<file path="src/rtl/digit_scan_scheduler.sv">
// rtl/digit_scan_scheduler.sv - four-digit scan scheduler with dwell/blank timing and frame-boundary commit
// Shadow digit values are committed to the active set only when the scan wraps, so a frame never mixes old and new values.
module digit_scan_scheduler #(
  parameter int DATA_W       = 8,
  parameter int DWELL_CYCLES = 100000,
  parameter int BLANK_CYCLES = 1000
) (
  input  logic              i_clk,
  input  logic              i_rst_n,
  input  logic              i_enable,
  input  logic [3:0]        i_digit_en,
  input  logic              i_load,
  input  logic [DATA_W-1:0] i_dig0,
  input  logic [DATA_W-1:0] i_dig1,
  input  logic [DATA_W-1:0] i_dig2,
  input  logic [DATA_W-1:0] i_dig3,
  output logic              o_pending,
  output logic [1:0]        o_sel,
  output logic [DATA_W-1:0] o_data,
  output logic              o_valid,
  output logic              o_frame_done
);

  localparam int MAX_CYC = (DWELL_CYCLES > BLANK_CYCLES) ? DWELL_CYCLES : BLANK_CYCLES;
  localparam int CNT_W   = $clog2(MAX_CYC + 1);
  localparam logic [CNT_W-1:0] DWELL_LAST = CNT_W'(DWELL_CYCLES - 1);
  localparam logic [CNT_W-1:0] BLANK_LAST = CNT_W'((BLANK_CYCLES > 0) ? BLANK_CYCLES - 1 : 0);

  typedef enum logic [1:0] {S_IDLE, S_ACTIVE, S_BLANK} state_t;

  state_t                   state_q, state_d;
  logic [CNT_W-1:0]         cnt_q, cnt_d;
  logic [3:0][DATA_W-1:0]   shadow_q, shadow_d;
  logic [3:0][DATA_W-1:0]   active_q, active_d;
  logic [3:0][DATA_W-1:0]   dig_in;
  logic [3:0][DATA_W-1:0]   commit_src;
  logic                     pend_d, valid_d, fd_d;
  logic [1:0]               sel_d, adv_idx, start_idx;
  logic [DATA_W-1:0]        data_d;
  logic                     do_adv, wrap;

  assign dig_in = {i_dig3, i_dig2, i_dig1, i_dig0};

  // First enabled index strictly after cur, wrapping; returns cur when only cur is enabled.
  function automatic logic [1:0] next_idx(input logic [3:0] mask, input logic [1:0] cur);
    logic [1:0] idx;
    idx = cur;
    for (int k = 4; k >= 1; k--) begin
      if (mask[cur + 2'(k)]) idx = cur + 2'(k);
    end
    return idx;
  endfunction

  always_comb begin
    state_d    = state_q;
    cnt_d      = cnt_q;
    shadow_d   = shadow_q;
    active_d   = active_q;
    pend_d     = o_pending;
    sel_d      = o_sel;
    data_d     = o_data;
    valid_d    = o_valid;
    fd_d       = 1'b0;
    do_adv     = 1'b0;
    wrap       = 1'b0;
    commit_src = active_q;
    adv_idx    = next_idx(i_digit_en, o_sel);
    start_idx  = next_idx(i_digit_en, 2'd3);

    if (i_load) begin
      shadow_d = dig_in;
      if (state_q == S_IDLE) begin
        active_d = dig_in;
        pend_d   = 1'b0;
      end else begin
        pend_d = 1'b1;
      end
    end

    if (!i_enable) begin
      state_d = S_IDLE;
      cnt_d   = '0;
      sel_d   = '0;
      data_d  = '0;
      valid_d = 1'b0;
    end else begin
      case (state_q)
        S_IDLE: begin
          if (i_digit_en != 4'b0) begin
            state_d  = S_ACTIVE;
            cnt_d    = '0;
            active_d = shadow_d;
            pend_d   = 1'b0;
            sel_d    = start_idx;
            data_d   = shadow_d[start_idx];
            valid_d  = 1'b1;
          end
        end
        S_ACTIVE: begin
          if (cnt_q == DWELL_LAST) begin
            if (BLANK_CYCLES == 0) begin
              do_adv = 1'b1;
            end else begin
              state_d = S_BLANK;
              cnt_d   = '0;
              data_d  = '0;
              valid_d = 1'b0;
            end
          end else begin
            cnt_d = cnt_q + CNT_W'(1);
          end
        end
        S_BLANK: begin
          if (BLANK_CYCLES == 0 || cnt_q == BLANK_LAST) do_adv = 1'b1;
          else cnt_d = cnt_q + CNT_W'(1);
        end
        default: state_d = S_IDLE;
      endcase
    end

    // An empty mask parks the scan in BLANK; the advance is retried every cycle.
    if (do_adv) begin
      if (i_digit_en == 4'b0) begin
        state_d = S_BLANK;
        data_d  = '0;
        valid_d = 1'b0;
      end else begin
        wrap = (adv_idx <= o_sel);
        if (wrap) begin
          fd_d = 1'b1;
          if (o_pending) begin
            active_d   = shadow_q;
            commit_src = shadow_q;
          end
          if (!i_load) pend_d = 1'b0;
        end
        state_d = S_ACTIVE;
        cnt_d   = '0;
        sel_d   = adv_idx;
        data_d  = commit_src[adv_idx];
        valid_d = 1'b1;
      end
    end
  end

  always_ff @(posedge i_clk or negedge i_rst_n) begin
    if (!i_rst_n) begin
      state_q      <= S_IDLE;
      cnt_q        <= '0;
      shadow_q     <= '0;
      active_q     <= '0;
      o_pending    <= 1'b0;
      o_sel        <= '0;
      o_data       <= '0;
      o_valid      <= 1'b0;
      o_frame_done <= 1'b0;
    end else begin
      state_q      <= state_d;
      cnt_q        <= cnt_d;
      shadow_q     <= shadow_d;
      active_q     <= active_d;
      o_pending    <= pend_d;
      o_sel        <= sel_d;
      o_data       <= data_d;
      o_valid      <= valid_d;
      o_frame_done <= fd_d;
    end
  end

endmodule

</file>
<file path="config.mk">
export PLATFORM = sky130hd
export DESIGN_NAME = digit_scan_scheduler
export DESIGN_NICKNAME = d
export VERILOG_FILES = /design/src/rtl/digit_scan_scheduler.sv
export SDC_FILE = /design/constraint.sdc
export NUM_CORES = 1
export LEC_CHECK = 0
export ABC_AREA = 1
export CAP_MARGIN = 20
export CORE_ASPECT_RATIO = 1.25
export CORE_MARGIN = 2
export CORE_UTILIZATION = 60
export DETAILED_ROUTE_END_ITERATION = 10
export PLACE_DENSITY = 0.82
export SLEW_MARGIN = 25
export SYNTH_ARGS = -nofsm -noshare
export SYNTH_HDL_FRONTEND = slang
export SYNTH_SLANG_ARGS = --single-unit
</file>
<file path="constraint.sdc">
create_clock -name i_clk -period 4.85 [get_ports i_clk]
set_clock_uncertainty 0.05 [all_clocks]
set_input_delay 0.97 -clock i_clk [delete_from_list [all_inputs] [get_ports i_clk]]
set_output_delay 0.97 -clock i_clk [all_outputs]
set_load 0.005 [all_outputs]
</file>
==> results.json, run 1 <==
{
  "worstHoldPathType": "register to register",
  "syn_to_final_growth_pct": 13.2,
  "ir_drop_uv": 378,
  "ys_top_cells_by_count": "234 x nand2_1, 154 x inv_1, 96 x dfrtp_1, 92 x nand3_1, 79 x o21ai_0",
  "power.leakage_nw": 3.74,
  "syn_inst": 966,
  "cp_data_required_time_ps": 5020,
  "crit_top_cell": "nand2_1",
  "cts_root_buf": "clkbuf_16",
  "clkTransAtPathRegs_ps": 70,
  "synth_flop_cell": "dfrtp_1",
  "yosysUniqueCellTypes": 40,
  "critical_path.top_delay_family": "simple AND/OR/NAND/NOR gates",
  "insertion_delay_ps": 340,
  "ys_seq_area_share_pct": 36.4,
  "synthArstFlopShare_pct": 100,
  "yosys.area.top_type_share_pct": 36.4,
  "end_kind": "register",
  "min_to": "o_valid",
  "synth-seq-cells": 96,
  "core-area_um2": 10700,
  "clock_sinks": 96,
  "min-delay-start": "o_valid",
  "tightest_slew_ps": 903,
  "synth.area.top_cells": "dfrtp_1 36%, nand2_1 13%, inv_1 8.8%",
  "grt_pass1_vias": 6475,
  "layout-drive-gt1-share_pct": 8.71,
  "grt_util_all_layers_pct": 33.4,
  "worstSetupStartpointType": "primary input",
  "fmax_ghz": 0.238,
  "rr_worst_depth": 20,
  "finalCritPeriodShare_pct": 86.5,
  "synth.most_common_cell": "nand2_1",
  "dieArea_um2": 11800,
  "cts_tree": "yes",
  "rrSetupSlack_ps": 1210,
  "io_buffers": 52,
  "status": "complete, no violations",
  "grt_antenna_before_repair": 0,
  "synth_top_cell_by_area": "dfrtp_1",
  "routedWlPerCell_um": 16.9,
  "final_antenna_net_count": 0,
  "cp_max_fo": 56,
  "maxCapViolCount": 0,
  "synth_nets": 1009,
  "syn_area_um2": 6590,
  "crit_path_max_incr_delay_ps": 560,
  "slew_viol_final": 0,
  "p_per_area_nw_per_um2": 598,
  "rr_startpoint": "o_sel[0]",
  "synth.avg_cell_area_um2": 6.82,
  "cts_setup_buffers": 0,
  "start_util_pct": 61.8,
  "rsz0062_at_grt": "no",
  "place_congestion": 0.969,
  "drt_first_pass_iters": 6,
  "drc_errors": 0,
  "setup_viol": 0,
  "finalHoldViolCount": 0,
  "grt_max_degree": 71,
  "r2r-end": "o_data[0]",
  "tns_ps": 0,
  "wl_mm": 19.1,
  "finalCriticalPeriod_ps": 4190,
  "hold_buffers": 0,
  "holdPathStages": 2,
  "vias_per_cell": 5.89,
  "antenna_cells": 0,
  "cp_num_buf_inv": 5,
  "critPathKind": "primary input to register",
  "cts.htree.levels": 3,
  "globalRoute.totalOverflow": 0,
  "clk_path_buf_depth": 2,
  "synth_edf_count": 0,
  "grt_pass1_wl_mm": 31.5,
  "fp-row-count": 42,
  "maxSlewHeadroom_pct": 39.8,
  "dp_hpwl_mm": 13.8,
  "slowest_stage": "clkdlybuf4s50_1",
  "crit_chain": "clkdlybuf4s50_1 > inv_1 > nand2_1 > nand3_1 > nand2_1 > inv_1 > nand2_1 > nand3_2 > nand2_2 > ha_1 > nand2_1 > nand2_1 > nand2_1 > buf_12 > nand2_1 > o21ai_0 > inv_1 > nand3_1 > nand3_1 > nand3_1 > a21oi_1",
  "die_w_um": 97.8,
  "crit_arrival_ps": 4370,
  "drtIter0Drc": 518,
  "vias": 6657,
  "die_y_um": 121,
  "cts_resized": 0,
  "fin_util_pct": 69.9,
  "nets": 1037,
  "synth-warning-count": 0,
  "io_pins": 53,
  "cts_made_buffers": 9
}
==> report_power, final <==
part,switching [W],total (W),internal [W]
clock network,0.000309,0.000778,0.000469
registers,0.000173,0.00120,0.00103
logic,0.00159,0.00248,0.000889
==> cell families after synthesis <==
| kind of cell | synth area share (%) |
|---|---|
| buffers and inverters | 13.6 |
| AO/OA/AOI/OAI | 20.0 |
| XOR/XNOR | 1.06 |
| adder cells (fa/ha/maj) | 0.569 |
| AND/OR/NAND/NOR | 28.4 |
| flip-flops | 36.4 |
==> sequential cells by signal (all words and copies together) (netlist names) <==
| register | count |
|---|---|
| active_q | 32 |
| shadow_q | 32 |
| o_data | 8 |
| state_q | 2 |
| cnt_q | 17 |
| o_valid | 1 |
| o_frame_done | 1 |
| o_pending | 1 |
| o_sel | 2 |
==> worst max-delay path by stage <==
| stage | from | to | slack (ps) | depth (start not counted) |
|---|---|---|---|---|
| 6_report | i_digit_en[2] | o_data[0] | 660 | 21 |
| 5_1_grt | i_digit_en[2] | o_data[7] | 410 | 22 |
| 2_1_floorplan | i_digit_en[0] | o_data[2] | 1380 | 25 |
| 3_5_place_dp | i_digit_en[2] | active_q[8] | 450 | 17 |
| 3_3_place_gp | i_digit_en[2] | active_q[8] | 510 | 17 |
| 4_1_cts | i_digit_en[2] | o_data[0] | 740 | 21 |
==> final cells by class <==
cell class                 count  area (um2)
multi-input combinational    657        3300
sequential                    96        2400
tap                          132         165
timing repair buffer          65         648
inverter                     165         622
fill                         910        3210
clock buffer                  12         246
clock inverter                 4        76.3
==> stage by stage <==
| stage | total power (W) | setup WS, ps | hold slack [ps] | area [um2] | instances |
|---|---|---|---|---|---|
| after global routing | 0.00480 | 407 | 510 | 7460 | 1131 |
| after CTS | 0.00442 | 742 | 456 | 7460 | 1131 |
| after detailed placement | 0.00361 | 447 | 441 | 7140 | 1115 |
| after global placement | 0.00357 | 506 | 451 | 7140 | 1115 |
| final | 0.00446 | 655 | 465 | 7460 | 1131 |
| after floorplan | 0.00292 | 1380 | 423 | 6590 | 966 |
==> cells in the final DEF (no fill, tap or decap), drive strengths merged <==
master / n
nand2: 240
inv: 163
o21ai: 113
dfrtp: 96
nand3: 94
nor2: 61
a21oi: 53
clkdlybuf4s50: 50
nor3: 18
o22ai: 16
a31oi: 16
buf: 15
o211ai: 13
clkbuf: 12
nand4: 8
xor2: 8
o31ai: 5
clkinv: 3
ha: 3
nor4: 3
o21bai: 2
nand3b: 2
bufinv: 2
o221ai: 1
a211oi: 1
clkinvlp: 1
==> per-layer routing <==
layer / up-vias / routed length, um / global-route usage [%]
met3: 82 / 1260 / 4.67
met4: 0 / 1250 / 18.8
met1: 3071 / 7010 / 39.1
li1: 3186 / - / -
met5: - / 0 / 0
met2: 318 / 9560 / 58.9
==> tightest hold or removal path: stages, from the launching register on <==
cell and delay [ps]:
dfrtp_1 370, nand2_1 60, nand2_1 50
Note: power is estimated with default switching activity, not from simulation.
==> run 2: changes to the inputs <==
GPL_ROUTABILITY_DRIVEN = 0   (was default)
==> run 2 against run 1 <==
Net effect:
- first-iteration DRC count is 4.8% lower
- sequential share of layout area is 0.23 points higher
- wire length is 4.3% lower
- power down 3.4%
- die area is the same
- non-clock buffer count is the same
- critical path depth fell by 5
- critical path type unchanged
==> results.json, run 2 (synthesis gave the netlist of run 1 again) <==
{
  "drc_errors": 0,
  "drt_first_pass_iters": 5,
  "tightest_slew_ps": 970,
  "post-place-ws_ps": 420,
  "syn_to_final_growth_pct": 12.4,
  "cp_data_required_time_ps": 5040,
  "globalRoute.totalOverflow": 0,
  "status": "complete, no violations",
  "cts_tree": "yes",
  "final_antenna_net_count": 0,
  "p_per_area_nw_per_um2": 582,
  "maxCapViolCount": 0,
  "internal_power_w": 0.00228,
  "grt_max_degree": 66,
  "use_met2_pct": 51.9,
  "final_common_cell": "nand2_1",
  "slew_viol_final": 0,
  "finalHoldViolCount": 0,
  "wl_mm": 18.3,
  "dp_hpwl_mm": 13.1,
  "grt_pass1_vias": 6218,
  "io_buffers": 52,
  "vias": 6555,
  "cp_max_fo": 40,
  "fmax_ghz": 0.242,
  "drtIter0Drc": 493,
  "pwr-share-comb_pct": 56.8,
  "nets": 1037,
  "vias_per_cell": 5.80,
  "cts_made_buffers": 9,
  "placed_area_um2": 7140,
  "stdcell_area_um2": 7410,
  "layout-drive-gt1-share_pct": 8.51,
  "setup_slack_ps": 718,
  "tns_ps": 0,
  "fillers": 950,
  "finalCriticalPeriod_ps": 4130,
  "grtUsageMet1_pct": 40.7,
  "cts_setup_buffers": 0,
  "hold_buffers": 0,
  "most-common-layout-cells": "233 x nand2_1, 154 x inv_1, 96 x dfrtp_1",
  "cts_root_buf": "clkbuf_16",
  "io_pins": 53,
  "die_y_um": 121,
  "cts.htree.levels": 3,
  "met3_usage_pct": 4.95,
  "antenna_cells": 0,
  "p_sw_share_pct": 47.1,
  "end_kind": "register",
  "critPathKind": "primary input to register",
  "setup_viol": 0,
  "clk_path_buf_depth": 2,
  "top_usage_layer": "met2",
  "grt_pass1_wl_mm": 30.6,
  "core-area_um2": 10700,
  "grt_util_all_layers_pct": 32.3,
  "worstHoldPathType": "register to register",
  "clock_sinks": 96,
  "start_util_pct": 61.8,
  "seqPwrFrac_pct": 27.7,
  "insertion_delay_ps": 350,
  "p_clk_share_pct": 15.6,
  "switchingPower_w": 0.00203,
  "grt_antenna_before_repair": 0,
  "reg_top3": "active_q x32, shadow_q x32, cnt_q x17",
  "finalCritPeriodShare_pct": 85.2,
  "crit_arrival_ps": 4330,
  "cts_resized": 0,
  "maxSlewHeadroom_pct": 35.1,
  "worstSetupStartpointType": "primary input",
  "clkTransAtPathRegs_ps": 70,
  "routedWlPerCell_um": 16.1,
  "fp-row-count": 42,
  "die_w_um": 97.8,
  "dieArea_um2": 11800,
  "ir_drop_uv": 377,
  "rsz0062_at_grt": "no",
  "power.leakage_nw": 3.71
}
-- run 2: worst paths after layout --
check                               end          start  cells past startpoint  slack (ps)
max reg2reg                active_q[11]       o_sel[0]                     16        1300
max                        active_q[11]  i_digit_en[3]                     16         720
min                        active_q[15]   shadow_q[15]                      2         480
min reg2reg                active_q[15]   shadow_q[15]                      2         480
min in group asynchronous     cnt_q[10]        i_rst_n                      1         660
max in group asynchronous   active_q[6]        i_rst_n                      2        3160
-- run 2: through the flow --
| stage | hold slack (ps) | total power [W] | util (%) | instances |
|---|---|---|---|---|
| floorplan | 423 | 0.00292 | - | 966 |
| global placement | 446 | 0.00356 | 66.9 | 1115 |
| detailed placement | 458 | 0.00360 | 66.9 | 1115 |
| CTS | 480 | 0.00429 | 69.4 | 1131 |
| global route | 497 | 0.00466 | 69.4 | 1131 |
| finish | 480 | 0.00431 | 69.4 | 1131 |
-- run 2: routing by layer --
metal	routed length (um)	share of wire [%]
met2	8650	47
met4	1230	6.7
met5	0	0
met1	7340	40
met3	1040	5.7
-- run 2: power by group through the flow --
stage / Combinational [W] / Clock [W] / Sequential, W
after floorplan: 0.00178 / 0 / 0.00114
after global placement: 0.00236 / 0 / 0.00119
after detailed placement: 0.00240 / 0 / 0.00120
after CTS: 0.00243 / 0.000676 / 0.00119
after global routing: 0.00274 / 0.000705 / 0.00122
final: 0.00244 / 0.000671 / 0.00119
-- run 2: cell type report --
cell class	instances	area (um2)	area share, %
clock buffers	14	254	3.43
clock inverters	2	15.0	0.203
inverters	165	622	8.40
multi-input cells	657	3300	44.6
flip-flops and latches	96	2400	32.4
well taps	132	165	2.23
repair buffers	65	648	8.75
-- run 2: worst max-delay path, cell delays in order --
cell and delay [ps]:
clkdlybuf4s50_1 550, inv_1 100, o21ai_0 250, nand2_1 80
nand2_1 70, nand2_1 80, nand3_2 270, nand2_2 310
ha_1 380, nand2_1 50, nand2_1 160, buf_4 210
nand3_4 320, buf_12 330, nand2_1 110, o21ai_2 50
==> run 3: changes to the inputs <==
PLACE_DENSITY = default   (was 0.82)
PLACE_DENSITY_LB_ADDON = 0.08   (was default)
==> run 3 against run 2 <==
Net effect:
- design area up 0.74%
- core utilization up 0.52 points
- largest cell class unchanged
- wire length up 4.2%
- combinational power about the same
- die area unchanged
- global-route usage up 0.77 points
- via count up 0.84%
- count of clock-buffer cells in the layout down 4
- largest power group unchanged
- worst hold slack better by 13 ps
- critical path depth up 5
- critical path type unchanged
- clock power up 24%
==> results.json, run 3 (synthesis gave the netlist of run 1 again) <==
{
  "status": "complete, no violations",
  "place_inst": 1114,
  "crit_arrival_ps": 4380,
  "internal_power_w": 0.00241,
  "worstHoldPathType": "register to register",
  "top_usage_layer": "met2",
  "end_kind": "register",
  "met3_usage_pct": 3.86,
  "fin_util_pct": 70.0,
  "rr_worst_depth": 20,
  "rsz0062_at_grt": "no",
  "stdcell_count": 1130,
  "tightest_slew_ps": 929,
  "drtIter0Drc": 570,
  "rr_startpoint": "o_sel[0]",
  "tns_ps": 0,
  "die_w_um": 97.8,
  "insertion_delay_ps": 350,
  "clk_path_buf_depth": 2,
  "p_clk_share_pct": 18.6,
  "fmax_ghz": 0.241,
  "core-area_um2": 10700,
  "cp_max_fo": 56,
  "io_buffers": 52,
  "finalPower_w": 0.00447,
  "cts_setup_buffers": 0,
  "p_per_area_nw_per_um2": 599,
  "clock_sinks": 96,
  "setup_viol": 0,
  "cts_root_buf": "clkbuf_16",
  "cts.htree.levels": 3,
  "die_y_um": 121,
  "switchingPower_w": 0.00205,
  "syn_to_final_growth_pct": 13.2,
  "antenna_cells": 0,
  "wl_mm": 19.0,
  "final_antenna_net_count": 0,
  "r2r-end": "o_data[4]",
  "finalHoldViolCount": 0,
  "min_to": "active_q[20]",
  "pwr-share-comb_pct": 54.6,
  "start_util_pct": 61.8,
  "grt_max_degree": 72,
  "finalCriticalPeriod_ps": 4160,
  "slew_viol_final": 0,
  "min-delay-start": "shadow_q[20]",
  "vias": 6610,
  "ir_drop_uv": 331,
  "power.leakage_nw": 3.74,
  "finalCritPeriodShare_pct": 85.7,
  "maxCapViolCount": 0,
  "cp_data_required_time_ps": 5070,
  "clkTransAtPathRegs_ps": 70,
  "grt_util_all_layers_pct": 33.1,
  "seqPwrFrac_pct": 26.8,
  "holdPathStages": 2,
  "dp_hpwl_mm": 13.6,
  "drt_first_pass_iters": 5,
  "nets": 1036,
  "use_met2_pct": 58.3,
  "grt_pass1_vias": 6236,
  "fp-row-count": 42,
  "grt_pass1_wl_mm": 31.1,
  "cts_resized": 0,
  "grt_antenna_before_repair": 0,
  "routedWlPerCell_um": 16.8,
  "vias_per_cell": 5.85,
  "rrSetupSlack_ps": 1280,
  "finalHoldWorstSlack_ps": 494,
  "drc_errors": 0,
  "maxSlewHeadroom_pct": 37.8,
  "most-common-layout-cells": "233 x nand2_1, 154 x inv_1, 96 x dfrtp_1",
  "dieArea_um2": 11800,
  "worstSetupStartpointType": "primary input",
  "globalRoute.totalOverflow": 0,
  "final_common_cell": "nand2_1",
  "io_pins": 53,
  "hold_buffers": 0,
  "critPathKind": "primary input to register",
  "reg_top3": "active_q x32, shadow_q x32, cnt_q x17",
  "p_sw_share_pct": 46.0,
  "layout-drive-gt1-share_pct": 8.72,
  "cts_made_buffers": 9,
  "cts_tree": "yes",
  "grtUsageMet1_pct": 40.1
}
-- run 3: how the worst max path moves through the flow --
stage,from,endpoint,cells past startpoint
after global routing,i_digit_en[2],o_data[4],21
after global placement,i_digit_en[2],o_data[6],22
after CTS,i_digit_en[2],o_data[6],22
after floorplan,i_digit_en[0],o_data[2],25
after detailed placement,i_digit_en[2],o_data[7],22
final,i_digit_en[2],o_data[4],21
-- run 3: worst max-delay path, stage by stage --
cell	delay, ps
clkdlybuf4s50_1	550
inv_1	170
nand2_1	90
nand3_1	60
nand2_1	70
inv_1	50
nand2_1	80
nand2_1	70
nand2_2	260
nand2_2	300
ha_1	380
nand2_1	80
nand2_1	70
nand2_1	60
buf_4	420
o21ai_0	150
inv_1	70
nand3_1	80
nand3_1	120
nand3_1	110
a21oi_1	160
-- run 3: cell type report --
cell class / count / area (um2)
Inverter: 165 / 622
Clock buffer: 10 / 229
Fill cell: 961 / 3210
Sequential cell: 96 / 2400
Timing Repair Buffer: 64 / 628
Clock inverter: 6 / 115
Multi-Input combinational cell: 657 / 3300
Tap cell: 132 / 165
-- run 3: routing by layer --
layer  share of wire, %  wire length (um)
met5                  0                 0
met4                5.0               960
met3                5.9              1130
met2                 50              9580
met1                 39              7350
-- run 3: power groups by stage --
stage | clock (W) | sequential, W | combinational [W]
final | 0.000833 | 0.00120 | 0.00244
after global routing | 0.000879 | 0.00122 | 0.00273
after CTS | 0.000839 | 0.00119 | 0.00241
after detailed placement | 0 | 0.00121 | 0.00238
after global placement | 0 | 0.00120 | 0.00236
after floorplan | 0 | 0.00114 | 0.00178
-- run 3: stage by stage --
stage,instance area [um2],setup WS [ps]
finish,7460,693
global route,7460,353
CTS,7460,745
detailed placement,7120,451
global placement,7120,499
floorplan,6590,1380
